File: config.mk
export PLATFORM = sky130hd
export DESIGN_NAME = uart_rx_word
export DESIGN_NICKNAME = d
export VERILOG_FILES = /design/src/rtl/uart_rx_word.sv
export SDC_FILE = /design/constraint.sdc
export NUM_CORES = 1
export LEC_CHECK = 0
export BUFFER_PORTS_ARGS = -buffer_cell sky130_fd_sc_hd__buf_2
export CORE_ASPECT_RATIO = 0.7
export CORE_MARGIN = 5
export CORE_UTILIZATION = 25
export CTS_CLUSTER_SIZE = 8
export DETAILED_ROUTE_END_ITERATION = 8
export SETUP_SLACK_MARGIN = 0.4
export SLEW_MARGIN = 0
export SYNTH_ARGS = -nofsm -noshare
export SYNTH_HDL_FRONTEND = slang
export SYNTH_SLANG_ARGS = --single-unit
File: constraint.sdc
create_clock -name clk -period 1.95 [get_ports clk]
set_input_delay 0.39 -clock clk [delete_from_list [all_inputs] [get_ports clk]]
set_output_delay 0.39 -clock clk [all_outputs]
set_load 0.05 [all_outputs]
File: src/rtl/uart_rx_word.sv
// ============================================================================
//  Module      : uart_rx_word
//  Description : 8N1 UART receiver that packs BYTE_WIDTH bytes into one word
//                and presents it on a valid/ready output register.
//  Revision    : 1.0 - initial release
// ============================================================================
`default_nettype none

module uart_rx_word #(
    parameter int UART_CLK_DIV = 434,
    parameter int BYTE_WIDTH   = 4,
    parameter int BIG_ENDIAN   = 0,
    parameter int TIMEOUT_BITS = 32
) (
    input  logic                    clk,
    input  logic                    rst,
    input  logic                    i_uart_rx,
    output logic                    o_valid,
    input  logic                    i_ready,
    output logic [8*BYTE_WIDTH-1:0] o_data,
    output logic                    o_frame_err,
    output logic                    o_overrun
);

    localparam int CNT_W = $clog2(UART_CLK_DIV);
    localparam int IDX_W = (BYTE_WIDTH > 1) ? $clog2(BYTE_WIDTH) : 1;

    localparam logic [CNT_W-1:0] c_half_cnt = CNT_W'(UART_CLK_DIV / 2);
    localparam logic [CNT_W-1:0] c_last_cnt = CNT_W'(UART_CLK_DIV - 1);
    localparam logic [IDX_W-1:0] c_top_idx  = IDX_W'(BYTE_WIDTH - 1);

    typedef enum logic [2:0] {
        ST_IDLE      = 3'd0,
        ST_START     = 3'd1,
        ST_DATA      = 3'd2,
        ST_STOP      = 3'd3,
        ST_WAIT_HIGH = 3'd4
    } state_t;

    state_t                  r_state;
    state_t                  w_state_next;
    logic                    r_sync1;
    logic                    r_sync2;
    logic [CNT_W-1:0]        r_cnt;
    logic [2:0]              r_bit_idx;
    logic [7:0]              r_shift;
    logic [IDX_W-1:0]        r_idx;
    logic [8*BYTE_WIDTH-1:0] r_word;

    logic                    w_rx;
    logic                    w_bit_tick;
    logic                    w_start_det;
    logic                    w_start_ok;
    logic                    w_data_sample;
    logic                    w_stop_sample;
    logic                    w_byte_ok;
    logic                    w_frame_bad;
    logic                    w_last;
    logic                    w_complete;
    logic                    w_timeout;
    logic [IDX_W-1:0]        w_lane;
    logic [8*BYTE_WIDTH-1:0] w_word_wr;

    // Two-flop synchronizer; idles high so reset does not look like a start bit.
    always_ff @(posedge clk) begin
        if (rst) begin
            r_sync1 <= 1'b1;
            r_sync2 <= 1'b1;
        end else begin
            r_sync1 <= i_uart_rx;
            r_sync2 <= r_sync1;
        end
    end

    assign w_rx        = r_sync2;
    assign w_bit_tick  = (r_cnt == c_last_cnt);
    assign w_start_det = (r_state == ST_IDLE) && !w_rx;

    always_ff @(posedge clk) begin
        if (rst) begin
            r_state <= ST_IDLE;
        end else begin
            r_state <= w_state_next;
        end
    end

    always_comb begin
        w_state_next  = r_state;
        w_start_ok    = 1'b0;
        w_data_sample = 1'b0;
        w_stop_sample = 1'b0;
        w_byte_ok     = 1'b0;
        w_frame_bad   = 1'b0;
        case (r_state)
            ST_IDLE: begin
                if (!w_rx) w_state_next = ST_START;
            end
            ST_START: begin
                if (r_cnt == c_half_cnt) begin
                    if (w_rx) begin
                        w_state_next = ST_IDLE;
                    end else begin
                        w_state_next = ST_DATA;
                        w_start_ok   = 1'b1;
                    end
                end
            end
            ST_DATA: begin
                if (w_bit_tick) begin
                    w_data_sample = 1'b1;
                    if (r_bit_idx == 3'd7) w_state_next = ST_STOP;
                end
            end
            ST_STOP: begin
                if (w_bit_tick) begin
                    w_stop_sample = 1'b1;
                    if (w_rx) begin
                        w_byte_ok    = 1'b1;
                        w_state_next = ST_IDLE;
                    end else begin
                        w_frame_bad  = 1'b1;
                        w_state_next = ST_WAIT_HIGH;
                    end
                end
            end
            ST_WAIT_HIGH: begin
                if (w_rx) w_state_next = ST_IDLE;
            end
            default: w_state_next = ST_IDLE;
        endcase
    end

    // Bit timer restarts at every sample point so it never passes UART_CLK_DIV-1.
    always_ff @(posedge clk) begin
        if (rst) begin
            r_cnt <= '0;
        end else if (w_start_det || w_start_ok || w_data_sample || w_stop_sample) begin
            r_cnt <= '0;
        end else if (r_state == ST_START || r_state == ST_DATA || r_state == ST_STOP) begin
            r_cnt <= r_cnt + 1'b1;
        end
    end

    always_ff @(posedge clk) begin
        if (rst) begin
            r_bit_idx <= '0;
            r_shift   <= '0;
        end else begin
            if (w_start_ok) begin
                r_bit_idx <= '0;
            end else if (w_data_sample) begin
                r_bit_idx <= r_bit_idx + 1'b1;
            end
            if (w_data_sample) r_shift <= {w_rx, r_shift[7:1]};
        end
    end

    assign w_lane     = (BIG_ENDIAN != 0) ? (c_top_idx - r_idx) : r_idx;
    assign w_last     = (r_idx == c_top_idx);
    assign w_complete = w_byte_ok && w_last;

    always_comb begin
        w_word_wr                  = r_word;
        w_word_wr[w_lane*8 +: 8]   = r_shift;
    end

    always_ff @(posedge clk) begin
        if (rst || w_timeout) begin
            r_idx  <= '0;
            r_word <= '0;
        end else if (w_byte_ok) begin
            r_idx  <= w_last ? '0 : r_idx + 1'b1;
            r_word <= w_last ? '0 : w_word_wr;
        end
    end

    // A finished word may replace the held one only when that one leaves this cycle.
    always_ff @(posedge clk) begin
        if (rst) begin
            o_valid     <= 1'b0;
            o_data      <= '0;
            o_frame_err <= 1'b0;
            o_overrun   <= 1'b0;
        end else begin
            if (w_complete && (!o_valid || i_ready)) begin
                o_valid <= 1'b1;
                o_data  <= w_word_wr;
            end else if (o_valid && i_ready) begin
                o_valid <= 1'b0;
            end
            o_frame_err <= w_frame_bad;
            o_overrun   <= w_complete && o_valid && !i_ready;
        end
    end

    generate
        if (TIMEOUT_BITS > 0) begin : g_timeout
            localparam int TO_LIMIT = TIMEOUT_BITS * UART_CLK_DIV;
            localparam int TO_W     = $clog2(TO_LIMIT + 1);
            localparam logic [TO_W-1:0] c_to_hit = TO_W'(TO_LIMIT - 1);

            logic [TO_W-1:0] r_to_cnt;

            always_ff @(posedge clk) begin
                if (rst || w_start_det || (r_idx == '0)) begin
                    r_to_cnt <= '0;
                end else if (r_state == ST_IDLE) begin
                    r_to_cnt <= r_to_cnt + 1'b1;
                end
            end

            assign w_timeout = (r_state == ST_IDLE) && (r_idx != '0) &&
                               !w_start_det && (r_to_cnt == c_to_hit);
        end else begin : g_no_timeout
            assign w_timeout = 1'b0;
        end
    endgenerate

endmodule

`default_nettype wire

==> flow_metrics.env <==
export IMPL_status="complete, but fails checks"
export IMPL_violations="setup timing"
export IMPL_clk_pin_slew_worst_paths_ns=0.08
export IMPL_boundaryPins=39
export IMPL_place_ws_ns=-0.0723
export IMPL_grt_antenna_before_repair=0
export IMPL_post_place_cells=916
export IMPL_switching_share=0.242
export IMPL_avgRoutedWirePerCell_um=13.7
export IMPL_grt_max_degree=65
export IMPL_final_min_clock_period_ns=1.99
export IMPL_grt_usage=0.110
export IMPL_rows=43
export IMPL_dr_pass1_iters=4
export IMPL_core_um2=19800
export IMPL_final_cells=946
export IMPL_final_util=0.325
export IMPL_synth_edf_count=0
export IMPL_cp_required_ns=2.24
export IMPL_internal_power_mw=3.17
export IMPL_drt_initial_drc_count=340
export IMPL_area_growth_pct=27.8
export IMPL_synth_fp_nets=625
export IMPL_ff2ff_path_depth=7
export IMPL_drv_slew=0
export IMPL_clk_latency_ns=0.37
export IMPL_fill_cells=2097
export IMPL_clock_path_buffers=2
export IMPL_start_util=0.254
export IMPL_endpoint_kind="flop"
export IMPL_start_kind="flop"
export IMPL_hold_buffers=0
export IMPL_maxCapViolCount=0
export IMPL_slew_limit_headroom=0.646
export IMPL_min_path_type="input port to flop"
export IMPL_diodes=0
export IMPL_gp_routability_congestion=0.746
export IMPL_leakage_nw=2.27
export IMPL_worst_path_max_fanout=63
export IMPL_ys_async_sr_fraction=0
export IMPL_cts_root_buf="clkbuf_16"
export IMPL_yosys_warnings=0
export IMPL_syn_area_per_cell_um2=8.26
export IMPL_p_switching_mw=1.02
export IMPL_die_area_um2=23100
export IMPL_peakVddDrop_v=0.000366
export IMPL_worst_slack_ns=-0.0403
export IMPL_fin_hold_ws_ns=0.207
export IMPL_die_y_um=129
export IMPL_rsz0062_at_grt="true"
export IMPL_cts_buffers=9
export IMPL_p_seq_frac=0.528
export IMPL_finalHoldViolCount=0
export IMPL_hpwl_mm=8.01
export IMPL_synth_cell_types=45
export IMPL_fmax_mhz=502
export IMPL_drtAntennaViolNets=0
export IMPL_grt_pass1_vias=4100
export IMPL_synth_area_um2=5040
export IMPL_ys_ff_latch=108
export IMPL_synth_main_ff_cell="dfxtp_1"
export IMPL_grt_overflow_total=0
export IMPL_worst_ep_arrival_time_ns=2.28
export IMPL_stdcell_area_um2=6440
export IMPL_dpl_instance_area_um2=5770
export IMPL_cts_num_sinks=108
export IMPL_setup_tns_ns=-0.516
export IMPL_cts_tree="yes"
export IMPL_drt_total_wl_mm=13.0
export IMPL_dieWidth_um=180
export IMPL_power_total_mw=4.19
export IMPL_drc=0
export IMPL_hold_depth=2
export IMPL_grt_pass1_wl_mm=21.2
export IMPL_htree_levels=3
export IMPL_vias_per_cell=4.68
export IMPL_syn_inst=610
export IMPL_drive_above_1_share=0.237
export IMPL_tightest_slew_ns=0.528
export IMPL_io_buffers=38
export IMPL_power_frac_comb=0.035
export IMPL_final_setup_skew_ns=0.0110
export IMPL_nNetsFinal=686
export IMPL_ys_seq_area_frac=0.429
export IMPL_period_share=1.02
export IMPL_via_count=4425
export IMPL_setup_viol=34
export IMPL_worstSetupPathType="flop to flop"
export IMPL_p_per_area_nw_per_um2=651
export IMPL_pwr_share_clk=0.437
==> flip-flops by register name (all words and copies together), names as in the netlist, 2 cells and up <==
name and flops:
r_word 32, r_state 3, g_timeout.r_to_cnt 14, r_idx 2, r_bit_idx 3, r_cnt 9, r_shift 8, o_data 32
==> critical path: stages (launching register included) <==
cell	delay, ns
dfxtp_2	0.33
inv_2	0.06
ha_4	0.12
nand4b_1	0.15
or4_4	0.52
buf_12	0.21
or3_1	0.37
a21oi_1	0.15
==> final cells by class <==
class                   instances  area (um^2)  area share
repair buffers                 96          756       0.117
multi-input cells             446         2850       0.442
well taps                     270          338      0.0525
flip-flops and latches        108         2170       0.337
clock buffers                   9          225      0.0350
inverters                      10         37.5     0.00583
clock inverters                 7         66.3      0.0103
==> repair_timing <==
item,CTS,global route
endpoints found under the hold margin,0,0
cloned,3,0
gates resized for setup,40,19
pin swaps,22,11
setup endpoints to repair,104,105
buffers inserted,7,4
==> cells in the final DEF, fill, tap and decap left out, drive strengths merged, types with 11 or more instances in the layout <==
cell type	synthesis	layout
inv	10	14
buf	18	96
nand2	64	64
nor2b	33	33
o21ai	37	37
nor2	24	24
nor3	12	12
ha	11	11
xnor2	13	13
dfxtp	108	108
or3	69	69
a21oi	114	114
==> power by group through the flow <==
stage | Sequential (mW) | Combinational [mW] | Clock (mW)
final | 2.21 | 0.146 | 1.83
after global routing | 2.21 | 0.156 | 1.95
after CTS | 2.21 | 0.135 | 1.88
after detailed placement | 2.26 | 0.100 | 0
after global placement | 2.26 | 0.100 | 0
after floorplan | 2.26 | 0.0634 | 0
==> cell usage after synthesis (all sizes together) (6+ instances only) <==
cell    count  area (um^2)
a21oi     114          571
dfxtp     108         2160
or3        69          432
nand2      64          240
o21ai      37          185
nor2b      33          206
clkbuf     29          109
nor2       24         90.1
buf        18          141
xnor2      13          114
nor3       12         60.1
ha         11          138
inv        10         37.5
nand3       9         45.0
nand4       7         43.8
nor4        6         37.5
==> cell families after synthesis <==
family / after synthesis / synth area share
buf+inv: 57 / 0.0571
compound gates: 164 / 0.172
xor+xnor: 18 / 0.0313
mux: 4 / 0.00795
flops: 108 / 0.429
simple gates: 248 / 0.275
fa+ha+maj: 11 / 0.0273
==> path summary, 6_finish.rpt <==
| check | start | endpoint | slack, ns |
|---|---|---|---|
| max | r_cnt[1] | r_word[28] | -0.04 |
| min | i_uart_rx | r_sync1 | 0.21 |
| max reg2reg | r_cnt[1] | r_word[28] | -0.04 |
| min reg2reg | r_sync1 | r_sync2 | 0.41 |
==> per-layer routing <==
| metal | vias up | wire, um | global-route usage |
|---|---|---|---|
| met2 | 72 | 5710 | 0.167 |
| met4 | 0 | 131 | 0.0322 |
| met3 | 10 | 498 | 0.0302 |
| met1 | 2080 | 6660 | 0.155 |
| li1 | 2263 | - | - |
| met5 | - | 0 | 0 |
(Power assumes the default switching activity.)
